**src/rtl/servo_pwm_frame_gen_pkg.sv**
```systemverilog
// Shared timing and width constants for the servo PWM channel, plus the
// pulse-width clamp shared with the modulation stage.
package servo_pwm_frame_gen_pkg;

    localparam int CLK_RATE      = 100_000_000;  // Hz
    localparam int FRAME_PERIOD  = 2_000_000;    // 20 ms frame in CLK cycles
    localparam int STATE_COUNT   = 24;           // frames per State sequence
    localparam int PULSE_MIN     = 100_000;      // 1.0 ms
    localparam int PULSE_MAX     = 200_000;      // 2.0 ms
    localparam int PULSE_NEUTRAL = 150_000;      // 1.5 ms safe idle

    localparam int PULSE_W = 21;
    localparam int STATE_W = 5;

    typedef logic [PULSE_W-1:0] pulse_t;
    typedef logic [STATE_W-1:0] state_t;

    // Registered output pair; PWM and FrameStart always update together.
    typedef struct packed {
        logic pwm;
        logic frame_start;
    } pwm_out_t;

    // Limit a requested high time to the legal servo window (unsigned compare).
    function automatic pulse_t clamp_pulse(pulse_t req, pulse_t lo, pulse_t hi);
        if (req < lo) begin
            return lo;
        end
        if (req > hi) begin
            return hi;
        end
        return req;
    endfunction

endpackage

```
**src/rtl/servo_pwm_frame_gen_if.sv**
```systemverilog
// Channel bus between the modulation stage (master) and the PWM frame
// generator (slave): enable and requested width go down, frame index and
// the physical waveform come back.
interface servo_pwm_frame_gen_if;
    import servo_pwm_frame_gen_pkg::*;

    logic   EN;
    pulse_t Pulse;
    state_t State;
    logic   PWM;
    logic   FrameStart;

    modport master (
        output EN,
        output Pulse,
        input  State,
        input  PWM,
        input  FrameStart
    );

    modport slave (
        input  EN,
        input  Pulse,
        output State,
        output PWM,
        output FrameStart
    );

endinterface

```
**src/rtl/servo_pwm_frame_gen_frame_counter.sv**
```systemverilog
// Frame sequencer: cycle counter wrapping every FRAME_PERIOD and a State
// index advancing once per frame, wrapping after STATE_COUNT frames.
// While disabled the counter parks at 0 and State holds.
module servo_pwm_frame_gen_frame_counter
    import servo_pwm_frame_gen_pkg::*;
#(
    parameter int FRAME_PERIOD = servo_pwm_frame_gen_pkg::FRAME_PERIOD,
    parameter int STATE_COUNT  = servo_pwm_frame_gen_pkg::STATE_COUNT
) (
    input  logic   clk,
    input  logic   rst_n,
    input  logic   en_i,
    output pulse_t cnt_o,
    output state_t state_o,
    output logic   boundary_o
);

    localparam pulse_t CNT_LAST   = pulse_t'(FRAME_PERIOD - 1);
    localparam state_t STATE_LAST = state_t'(STATE_COUNT - 1);

    pulse_t cnt_q, cnt_d;
    state_t state_q, state_d;
    logic   boundary;

    // Last cycle of an enabled frame: everything frame-related turns over here.
    always_comb begin
        boundary = en_i && (cnt_q == CNT_LAST);
    end

    // Next counter and frame index.
    always_comb begin
        // NOTE: every combinational output gets a default first, so no path
        // leaves it unassigned and no latch is inferred.
        cnt_d   = cnt_q;
        state_d = state_q;
        if (!en_i) begin
            cnt_d = '0;
        end else if (boundary) begin
            cnt_d   = '0;
            state_d = (state_q == STATE_LAST) ? '0 : state_q + 1'b1;
        end else begin
            cnt_d = cnt_q + 1'b1;
        end
    end

    // Counter and frame-index registers.
    always_ff @(posedge clk or negedge rst_n) begin
        // NOTE: state registers use non-blocking assignments so every flop
        // samples pre-edge values regardless of statement order.
        if (!rst_n) begin
            cnt_q   <= '0;
            state_q <= '0;
        end else begin
            cnt_q   <= cnt_d;
            state_q <= state_d;
        end
    end

    assign cnt_o      = cnt_q;
    assign state_o    = state_q;
    assign boundary_o = boundary;

endmodule

```
**src/rtl/servo_pwm_frame_gen.sv**
```systemverilog
// Servo/ESC PWM frame generator: latches the clamped requested width at each
// frame boundary and emits a registered high pulse of that many cycles at
// the start of every frame, with a one-cycle FrameStart strobe.
module servo_pwm_frame_gen
    import servo_pwm_frame_gen_pkg::*;
#(
    parameter int CLK_RATE      = servo_pwm_frame_gen_pkg::CLK_RATE,
    parameter int FRAME_PERIOD  = servo_pwm_frame_gen_pkg::FRAME_PERIOD,
    parameter int STATE_COUNT   = servo_pwm_frame_gen_pkg::STATE_COUNT,
    parameter int PULSE_MIN     = servo_pwm_frame_gen_pkg::PULSE_MIN,
    parameter int PULSE_MAX     = servo_pwm_frame_gen_pkg::PULSE_MAX,
    parameter int PULSE_NEUTRAL = servo_pwm_frame_gen_pkg::PULSE_NEUTRAL
) (
    input  logic                   CLK,
    input  logic                   RST_N,
    servo_pwm_frame_gen_if.slave   ch_if
);

    // Reject configurations the waveform cannot honour.
    if (CLK_RATE <= 0) begin : g_bad_clk_rate
        $error("servo_pwm_frame_gen: CLK_RATE must be positive");
    end
    if (PULSE_MIN > PULSE_MAX) begin : g_bad_pulse_range
        $error("servo_pwm_frame_gen: PULSE_MIN exceeds PULSE_MAX");
    end
    if (PULSE_NEUTRAL < PULSE_MIN || PULSE_NEUTRAL > PULSE_MAX) begin : g_bad_neutral
        $error("servo_pwm_frame_gen: PULSE_NEUTRAL outside legal window");
    end
    if (STATE_COUNT < 1 || STATE_COUNT > 32) begin : g_bad_state_count
        $error("servo_pwm_frame_gen: STATE_COUNT must be 1..32");
    end
    if (FRAME_PERIOD <= PULSE_MAX) begin : g_bad_frame_period
        $error("servo_pwm_frame_gen: FRAME_PERIOD must exceed PULSE_MAX");
    end
    if (FRAME_PERIOD > (1 << PULSE_W)) begin : g_bad_frame_width
        $error("servo_pwm_frame_gen: FRAME_PERIOD does not fit the counter");
    end

    localparam pulse_t P_MIN     = pulse_t'(PULSE_MIN);
    localparam pulse_t P_MAX     = pulse_t'(PULSE_MAX);
    localparam pulse_t P_NEUTRAL = pulse_t'(PULSE_NEUTRAL);

    logic     en;
    pulse_t   cnt;
    state_t   state;
    logic     boundary;
    pulse_t   width_q, width_d;
    pwm_out_t out_q, out_d;

    assign en = ch_if.EN;

    servo_pwm_frame_gen_frame_counter #(
        .FRAME_PERIOD (FRAME_PERIOD),
        .STATE_COUNT  (STATE_COUNT)
    ) u_frame_counter (
        .clk        (CLK),
        .rst_n      (RST_N),
        .en_i       (en),
        .cnt_o      (cnt),
        .state_o    (state),
        .boundary_o (boundary)
    );

    // Width for the next frame: neutral while idle, else the clamped request
    // sampled only on the boundary edge so mid-frame changes wait a frame.
    always_comb begin
        width_d = width_q;
        if (!en) begin
            width_d = P_NEUTRAL;
        end else if (boundary) begin
            width_d = clamp_pulse(ch_if.Pulse, P_MIN, P_MAX);
        end
    end

    // Waveform decode from the current counter; lags cnt by one cycle.
    always_comb begin
        out_d.pwm         = en && (cnt < width_q);
        out_d.frame_start = en && (cnt == '0);
    end

    // Width register and registered PWM outputs.
    always_ff @(posedge CLK or negedge RST_N) begin
        if (!RST_N) begin
            width_q <= P_NEUTRAL;
            out_q   <= '0;
        end else begin
            width_q <= width_d;
            out_q   <= out_d;
        end
    end

    assign ch_if.State      = state;
    assign ch_if.PWM        = out_q.pwm;
    assign ch_if.FrameStart = out_q.frame_start;

endmodule

```
**src/flat_wrapper.sv**
```systemverilog
// flat-port wrapper written by rule: the top's interface ports become plain ports
module servo_pwm_frame_gen_flat import servo_pwm_frame_gen_pkg::*;
#(
    parameter int CLK_RATE      = servo_pwm_frame_gen_pkg::CLK_RATE,
    parameter int FRAME_PERIOD  = servo_pwm_frame_gen_pkg::FRAME_PERIOD,
    parameter int STATE_COUNT   = servo_pwm_frame_gen_pkg::STATE_COUNT,
    parameter int PULSE_MIN     = servo_pwm_frame_gen_pkg::PULSE_MIN,
    parameter int PULSE_MAX     = servo_pwm_frame_gen_pkg::PULSE_MAX,
    parameter int PULSE_NEUTRAL = servo_pwm_frame_gen_pkg::PULSE_NEUTRAL
)
  (CLK, RST_N, ch_if_EN, ch_if_Pulse, ch_if_State, ch_if_PWM, ch_if_FrameStart);
  servo_pwm_frame_gen_if ch_if_i ();
  input  logic CLK;
  input  logic RST_N;
  input wire logic [$bits(ch_if_i.EN)-1:0] ch_if_EN;
  input wire logic [$bits(ch_if_i.Pulse)-1:0] ch_if_Pulse;
  output wire logic [$bits(ch_if_i.State)-1:0] ch_if_State;
  output wire logic [$bits(ch_if_i.PWM)-1:0] ch_if_PWM;
  output wire logic [$bits(ch_if_i.FrameStart)-1:0] ch_if_FrameStart;
  assign ch_if_i.EN = ch_if_EN;
  assign ch_if_i.Pulse = ch_if_Pulse;
  assign ch_if_State = ch_if_i.State;
  assign ch_if_PWM = ch_if_i.PWM;
  assign ch_if_FrameStart = ch_if_i.FrameStart;
  servo_pwm_frame_gen #(.CLK_RATE(CLK_RATE), .FRAME_PERIOD(FRAME_PERIOD), .STATE_COUNT(STATE_COUNT), .PULSE_MIN(PULSE_MIN), .PULSE_MAX(PULSE_MAX), .PULSE_NEUTRAL(PULSE_NEUTRAL)) u_core (.CLK(CLK), .RST_N(RST_N), .ch_if(ch_if_i));
endmodule
```
**config.mk**
```make
export PLATFORM = sky130hd
export DESIGN_NAME = servo_pwm_frame_gen_flat
export DESIGN_NICKNAME = d
export VERILOG_FILES = /design/src/rtl/servo_pwm_frame_gen_pkg.sv /design/src/rtl/servo_pwm_frame_gen_if.sv /design/src/rtl/servo_pwm_frame_gen_frame_counter.sv /design/src/rtl/servo_pwm_frame_gen.sv /design/src/flat_wrapper.sv
export SDC_FILE = /design/constraint.sdc
export NUM_CORES = 1
export LEC_CHECK = 0
export BUFFER_PORTS_ARGS = -buffer_cell sky130_fd_sc_hd__buf_2
export CORE_UTILIZATION = 60
export DETAILED_ROUTE_END_ITERATION = 8
export PLACE_DENSITY = 0.91
export SLEW_MARGIN = 15
export SYNTH_ARGS = -nofsm -noshare
export SYNTH_HDL_FRONTEND = slang
export SYNTH_SLANG_ARGS = --single-unit
```
**constraint.sdc**
```tcl
create_clock -name CLK -period 3.6 [get_ports CLK]
set_clock_uncertainty 0.15 [all_clocks]
set_input_delay 0.9 -clock CLK [delete_from_list [all_inputs] [get_ports CLK]]
set_output_delay 0.9 -clock CLK [all_outputs]
set_load 0.02 [all_outputs]
```
# Yosys cells after proc, flatten, opt, wreduce, memory -nomap -nowiden
# Index checks and enable logic that the tools add are counted.
[totals] register_bits=49 latchBits=0 mem_bits_rw=0 rom_bits=0 output_inout_bits=7 elab_cells=34 n_memories=0
[classes] add_sub_neg=2 n_mul=0 div_mod_pow=0 n_lt_le_gt_ge=3 eq_ne=3 n_shift=0 mux=16 bitwise_logic=0 n_reduce_logical=5
[op_table] operator="$mux 21" n=8
[op_table] operator="$add 21x1->21 const B" n=1
[op_table] operator="$eq 21x21->1 const B" n=1
[op_table] operator="$gt 21x18->1 const B" n=1
[op_table] operator="$logic_not 21->1" n=1
[op_table] operator="$lt 21x17->1 const B" n=1
[op_table] operator="$lt 21x21->1" n=1
[op_table] operator="$mux 1" n=7
[op_table] operator="$add 5x1->5 const B" n=1
[op_table] operator="$eq 5x5->1 const B" n=1
[op_table] operator="$mux 5" n=1
[op_table] operator="$logic_and 1x1->1" n=3
[op_table] operator="$ne 2x1->1 const B" n=1
[op_table] operator="$reduce_and 2->1" n=1

# Depth between registers and ports, before layout
# Gate-level depths: netlist of the first run.
[depth] word_depth=11 depth_mapped=7

# Hierarchy
# From an unflattened synthesis of the first run, not the netlist that was laid out.
[unflattened] cells_unflattened=303 area_unflattened_um2=2915.3
[modules_own_cells] module="servo_pwm_frame_gen" instances=1 cells_each=167 area_each_um2=1556.5 seq_area_each_um2=585.6
[modules_own_cells] module="servo_pwm_frame_gen_frame_counter" instances=1 cells_each=136 area_each_um2=1358.8 seq_area_each_um2=650.6

# Worst setup path after synthesis of the first run
# OpenSTA, ideal clock, no wires.
[synth_timing] path_type="in2reg" startpoint="in ch_if_Pulse[15]" endpoint="reg u_core.width_q[0]" setup_ns=0.066 t_arrival_ns=2.404 t_required_ns=3.384 setup_slack_ns=0.980 stages=6 path_buffers=1 cell_sequence="or4_1 a31oi_1 o211a_1 and4_1 clkbuf_1 a22o_1"
[synth_via] elab_chain_len=9
[synth_rtl] element="from (decl)" line_no="flat_wrapper.sv:16" text="input wire logic [$bits(ch_if_i.Pulse)-1:0] ch_if_Pulse;"
[synth_rtl] element="$gt 21x18->1" line_no="servo_pwm_frame_gen_pkg.sv:29" text="if (req > hi) begin"
[synth_rtl] element="$mux 1 (2 in series)" line_no="servo_pwm_frame_gen_pkg.sv:29"
[synth_rtl] element="$mux 1" line_no="servo_pwm_frame_gen.sv:70" text="end else if (boundary) begin"
[synth_rtl] element="$mux 1" line_no="servo_pwm_frame_gen.sv:68" text="if (!en) begin"
[synth_rtl] element="$mux 21" line_no="servo_pwm_frame_gen_pkg.sv:32" text="return req;"
[synth_rtl] element="$mux 21 (*)" line_no="servo_pwm_frame_gen_pkg.sv:29"
[synth_rtl] element="$mux 21 (*)" line_no="servo_pwm_frame_gen.sv:70"
[synth_rtl] element="$mux 21 (*)" line_no="servo_pwm_frame_gen.sv:68"
[synth_rtl] element="to (signal assigned)" line_no="servo_pwm_frame_gen.sv:87" text="width_q <= width_d;"
[synth_rtl] element="to (decl)" line_no="servo_pwm_frame_gen.sv:47" text="pulse_t width_q, width_d;"
# Every way passes the cells marked *; elsewhere a longest branch is shown, timed or not. The select of a mux whose other input is x is not followed.
# A chain may end at the register's enable or synchronous reset.

# Worst setup path in the final report of the first run
[layout_timing] startpoint="reg u_core.u_frame_counter.cnt_q[13], in the netlist u_core.u_frame_counter.cnt_o[13]" endpoint="reg u_core.u_frame_counter.cnt_q[9], in the netlist u_core.u_frame_counter.cnt_o[9]"
[layout_via] elab_chain_len=4
[layout_rtl] element="from (decl)" line_no="servo_pwm_frame_gen_frame_counter.sv:21" text="pulse_t cnt_q, cnt_d;"
[layout_rtl] element="from (signal assigned)" line_no="servo_pwm_frame_gen_frame_counter.sv:54" text="cnt_q <= cnt_d;"
[layout_rtl] element="$eq 21x21->1" line_no="servo_pwm_frame_gen_frame_counter.sv:27" text="boundary = en_i && (cnt_q == CNT_LAST);"
[layout_rtl] element="$logic_and 1x1->1" line_no="servo_pwm_frame_gen_frame_counter.sv:27"
[layout_rtl] element="$mux 21" line_no="servo_pwm_frame_gen_frame_counter.sv:38" text="end else if (boundary) begin"
[layout_rtl] element="$mux 21" line_no="servo_pwm_frame_gen_frame_counter.sv:36" text="if (!en_i) begin"
[layout_rtl] element="net u_core.u_frame_counter.cnt_d[9]" line_no="servo_pwm_frame_gen_frame_counter.sv:21"
# The timed path passes the listed nets, and every way through them passes these cells.

==> metrics.txt, run 1 <==
status=finished with violations; failing checks=design-rule violations; ys flop type=dfrtp_1; Residual DRC=2; DR WL/cell=16.6 um; Die X=70.7 um; CTS root buf=clkbuf_8; crit path capture type=flop; Worst VDD drop=0.260 mV; slew margin rel.=50.4%; Synthesized Nets=338; gr ovfl total=0; worst-path cell chain=nor4_1 -> nand2_1 -> or4_4 -> nand2_1 -> nor2_1; initial DRC count=156; DP HPWL=4.56 mm; final setup slack of the worst path=1.00 ns; cts repair resizes=0; initial antenna violation count=0; postcts setup bufs=0; Tightest Pin Transition=0.743 ns; Final Hold Slack=0.358 ns; min cycle time layout=2.60 ns; r2r setup slk=1.00 ns; row cnt=24; largest net degree at the start of global routing=50; RR Endpoint=u_core.u_frame_counter.cnt_o[9]; CP most frequent cell=nand2_1; final wirelength=6.21 mm; synth unique cells=47; setup_tns=0 ns; post-DR vias/cell=6.20; Leak=1.53 nW; first-pass GRT wire length=10.8 mm; critical path peak fanout=22; unrepaired setup endpoints after global routing=false; CTS sink cnt=49; number of buffers created by CTS=5; TritonCTS clock tree=done; # hold bufs at CTS=0; Max Freq=0.385 GHz; yosys warns=0; Slowest cell on crit path=or4_4; Worst-Skew Late Latency=0.31 ns; via count=2313; GRT Resource Usage Total=27.6%; Die Y=70.7 um; number of synthesized register bits=49; clk slew on worst S/H paths=0.08 ns; Setup crit start kind=flop; Initial Util=63.7%; CP Class=flop to flop; H-tree depth=2; EDFF count, synth=0; die area=4990 um^2; HP Class=flop to flop; Hold Fails Final Rpt=0; buffers added on ports=30; peak per-stage delay on the critical path=0.60 ns; vias in the first global route=2330; Post-Syn Area=2830 um^2; worst setup path start=u_core.u_frame_counter.cnt_o[13]; layout cells sized above 1=18.1%; Finish-stage setup viols=0; Power Dens Cells=303 nW/um^2; Antenna Nets Post-Route=0; Synth Area per Inst=9.72 um^2; final-report max-slew violation count=0; reg2reg start=u_core.u_frame_counter.cnt_o[13]; fin crit share=72.2%; filler-free cell count of the finished design=373; Layout area overhead=9.77%; cell count after synthesis=291; Pre-antenna DRT Iters=6; io pins=31; Seq/Total Area, Yosys=43.7%; r2r worst-path depth=5; Final #Nets=367; Layout fillers=345; maxcap violations=0; clk buf depth=2; ys async rst share=100%; Worst Path Required=3.61 ns; diode count=0; Cells on Worst Hold Path=2; Final Core Density=69.9%; gp weighted congestion=0.879; crit path capture=u_core.u_frame_counter.cnt_o[9]; Worst Path Arrival=2.61 ns; Core Region=4440 um^2; # placed instances=365; Post-Place Setup Slack=0.792 ns
[final cells by class]
cell class              count  area [um^2]  share of cell area (%)
well taps                  52         65.1                    2.10
clock buffers               6         72.6                    2.34
inverters                  27          101                    3.26
repair buffers             31          160                    5.16
clock inverters             2         10.0                   0.322
flip-flops and latches     49         1240                    39.8
multi-input cells         206         1460                    47.0
[worst min-delay path by stage]
| stage | end | start | slack, ns |
|---|---|---|---|
| 2_1_floorplan | u_core.width_q[18] | u_core.width_q[18] | 0.31 |
| 3_3_place_gp | u_core.width_q[20] | u_core.width_q[20] | 0.33 |
| 3_5_place_dp | u_core.width_q[19] | u_core.width_q[19] | 0.35 |
| 4_1_cts | u_core.width_q[19] | u_core.width_q[19] | 0.36 |
| 5_1_grt | u_core.width_q[19] | u_core.width_q[19] | 0.38 |
| 6_report | u_core.width_q[20] | u_core.width_q[20] | 0.36 |
[metal layers]
| layer | global-route usage [%] | up-vias | wire (um) |
|---|---|---|---|
| met3 | 3.99 | 14 | 302 |
| met4 | 9.33 | 0 | 120 |
| met1 | 36.3 | 1137 | 2660 |
| met2 | 47.1 | 66 | 3120 |
| li1 | - | 1096 | - |
| met5 | 0 | - | 0 |
[state kept, by name, summed over array words and instances, names as in the netlist]
name / cells
u_core.ch_if.FrameStart: 1
u_core.ch_if.PWM: 1
u_core.u_frame_counter.state_o: 5
u_core.u_frame_counter.cnt_o: 21
u_core.width_q: 21
[Yosys cell counts, types with 5 or more instances]
master / instances / share of area (%)
clkbuf_1: 6 / 0.80
inv_1: 27 / 3.6
dfrtp_1: 41 / 36
nor3_1: 7 / 1.2
a21oi_1: 8 / 1.4
o21ai_0: 6 / 1.1
a31oi_1: 5 / 1.1
dfstp_2: 8 / 7.4
nand3_1: 13 / 2.3
a22o_1: 6 / 1.9
nand4_1: 9 / 2.0
nor4_1: 9 / 2.0
a21o_1: 5 / 1.3
xor2_1: 8 / 2.5
xnor2_1: 12 / 3.7
ha_1: 23 / 10
nor2_1: 27 / 3.6
nand2_1: 19 / 2.5
[logic make-up after synthesis]
kind of cell | Yosys count | synth area share, %
adder cells (fa/ha/maj) | 23 | 10.2
AO/OA/AOI/OAI | 48 | 12.1
AND/OR/NAND/NOR | 111 | 21.3
flip-flops | 49 | 43.7
XOR/XNOR | 20 | 6.19
multiplexers | 4 | 1.59
buffers and inverters | 36 | 4.91
[power by group]
group / total, W / internal [W] / switching [W]
Combinational: 0.0000661 / 0.0000237 / 0.0000424
Sequential: 0.000561 / 0.000555 / 0.00000638
Clock: 0.000313 / 0.000135 / 0.000178
[cells in the final DEF (no fill, tap or decap), types with 3 or more instances in the layout]
cell type / netlist / layout
o221ai_1: 4 / 4
nor3_1: 7 / 7
dfstp_2: 8 / 8
nor2_1: 27 / 27
nand4_1: 9 / 9
ha_1: 23 / 23
a21oi_1: 8 / 8
xor2_1: 8 / 8
o21ai_0: 6 / 6
inv_1: 27 / 27
nand3_1: 13 / 13
a22o_1: 6 / 6
nor2b_1: 3 / 3
a31oi_1: 5 / 5
dfrtp_1: 41 / 41
a21o_1: 5 / 5
clkbuf_8: 0 / 5
buf_2: 3 / 29
o211ai_1: 4 / 4
and3_1: 3 / 3
nand2_1: 19 / 19
nor4_1: 9 / 8
mux2_2: 4 / 4
xnor2_1: 12 / 12
[through the flow]
step | power, W | area [um^2]
6_report | 0.000940 | 3110
3_3_place_gp | 0.000635 | 3020
3_5_place_dp | 0.000638 | 3020
5_1_grt | 0.000980 | 3110
4_1_cts | 0.000945 | 3100
2_1_floorplan | 0.000600 | 2830
[critical path, delay by kind of cell, from the launching register on]
kind,cells,cell delay [ns]
simple gates,5,1.83
flops,1,0.47
Note: power is estimated with default switching activity, not from simulation.
==> inputs of run 2 (changes only) <==
CORE_UTILIZATION = 58   (was 60)
PLACE_DENSITY = 0.89   (was 0.91)
clock period = 2.56 ns   (was 3.6 ns; I/O delays follow)
==> metrics.txt, run 2 (synthesized netlist as in run 1, its figures left out) <==
status=finished, final reports clean; CTS sink cnt=49 (unchanged); Worst Path Arrival=2.45 ns (-0.16 ns); multi-input combinational cell area=1460 um^2 (unchanged); post-DR vias/cell=5.84 (-5.8%); Antenna Nets Post-Route=0 (unchanged); clk slew on worst S/H paths=0.10 ns (+0.02 ns); via count=2372 (+2.6%); critical path peak fanout=6 (-73%); Finish-stage setup viols=0 (unchanged); Worst VDD drop=0.263 mV (+1.4%); Max Freq=0.419 GHz (+8.8%); die area=5160 um^2 (+3.4%); DP Area=3190 um^2 (+5.5%); first-pass GRT wire length=10.5 mm (-2.4%); worst-path cell chain=nor4_1 -> nand2_1 -> or4_4 -> or4b_1 -> o211a_1; layout cells sized above 1=22.7% (+4.6 points); Die X=71.8 um (+1.7%); Residual DRC=0 (-2); unrepaired setup endpoints after global routing=false; most common cell after layout, fill and taps aside=dfrtp_1; Tightest Pin Transition=0.677 ns (-0.0661 ns); Buf/Inv on CP=0 (unchanged); initial antenna violation count=0 (unchanged); most frequent cells in the layout=41 x dfrtp_1, 30 x buf_2, 27 x inv_1, 27 x nor2_1, 23 x ha_1; DP HPWL=4.67 mm (+2.3%); maxcap violations=0 (unchanged); postcts setup bufs=0 (unchanged); CP Class=flop to flop; io pins=31 (unchanged); cts repair resizes=0 (unchanged); area occupied by registers=1240 um^2 (unchanged); number of buffers created by CTS=5 (unchanged); Die Y=71.8 um (+1.7%); H-tree depth=2 (unchanged); buffers added on ports=30 (unchanged); Layout fillers=351 (+1.7%); CTS root buf=clkbuf_8; largest net degree at the start of global routing=23 (-54%); Pre-antenna DRT Iters=5 (-1); GRT Resource Usage Total=26.6% (-0.90 points); final-report max-slew violation count=0 (unchanged); vias in the first global route=2265 (-2.8%); DR WL/cell=15.4 um (-7.4%); Worst-Skew Late Latency=0.31 ns (about the same); crit path capture type=flop; final wirelength=6.26 mm (+0.81%); diode count=0 (unchanged); clk buf depth=2 (unchanged); fin crit share=93.3% (+21 points); gp weighted congestion=0.896 (+1.9%); slew margin rel.=54.7% (+4.3 points); row cnt=25 (+4.2%); # placed instances=398 (+9.0%); delay-heaviest family, CP=simple AND/OR/NAND/NOR gates; peak per-stage delay on the critical path=0.58 ns (-0.02 ns); # hold bufs at CTS=0 (unchanged); post-route cell area=3290 um^2 (+5.8%); Slowest cell on crit path=or4_4; Final Hold Slack=0.114 ns (-0.244 ns); Worst Path Required=2.62 ns (-0.99 ns); Power Dens Cells=421 nW/um^2 (+39%); Final #Nets=385 (+4.9%); Setup crit start kind=flop; HP Class=primary input to async pin; Layout area overhead=16.2%; filler-free cell count of the finished design=406 (+8.8%); Leak=1.63 nW (+6.8%); Core Region=4720 um^2 (+6.3%); setup_tns=0 ns (unchanged); TritonCTS clock tree=done; min cycle time layout=2.39 ns (-0.209 ns); Initial Util=59.9% (-3.8 points); initial DRC count=166 (+6.4%); gr ovfl total=0 (unchanged); Hold Fails Final Rpt=0 (unchanged)
run 2: final timing paths:
path / startpoint / to / slack (ns) / cells past startpoint
max: u_core.u_frame_counter.cnt_o[12] / u_core.width_q[16] / 0.17 / 5
min: RST_N / u_core.width_q[1] / 0.11 / 1
max reg2reg: u_core.u_frame_counter.cnt_o[12] / u_core.width_q[16] / 0.17 / 5
min reg2reg: u_core.width_q[20] / u_core.width_q[20] / 0.35 / 2
max in group asynchronous: RST_N / u_core.width_q[4] / 1.49 / 2
min in group CLK: u_core.width_q[20] / u_core.width_q[20] / 0.35 / 2
run 2: report_power, final:
part           switching (W)  internal (W)
clock               0.000263      0.000224
combinational      0.0000700     0.0000429
sequential        0.00000256      0.000780
total               0.000336       0.00105
run 2: routing by layer:
metal | vias up | share of wire [%] | GRT usage (%)
met5 | - | 0 | 0
met3 | 16 | 4.4 | 4.92
li1 | 1136 | - | -
met1 | 1152 | 44 | 33.8
met2 | 68 | 49 | 45.0
met4 | 0 | 2.2 | 11.1
run 2: through the flow:
step	utilization (%)	setup slack, ns	total power (W)
6_report	69.6	0.171	0.00138
5_1_grt	69.6	0.0533	0.00143
4_1_cts	69.6	0.182	0.00139
3_5_place_dp	67.5	0.150	0.000910
3_3_place_gp	67.5	0.174	0.000907
2_1_floorplan	-	0.200	0.000844
run 2: worst register-to-register path, stage by stage (launching register included):
cell,delay (ns)
dfrtp_1,0.44
nor4_1,0.31
nand2_1,0.15
or4_4,0.58
or4b_1,0.52
o211a_1,0.14
run 2: cell type report:
| class | instances | share of cell area [%] |
|---|---|---|
| repair buffers | 49 | 9.29 |
| inverters | 27 | 3.08 |
| clock inverters | 2 | 0.533 |
| flip-flops and latches | 49 | 37.6 |
| clock buffers | 6 | 2.51 |
| multi-input cells | 206 | 44.4 |
| well taps | 67 | 2.55 |
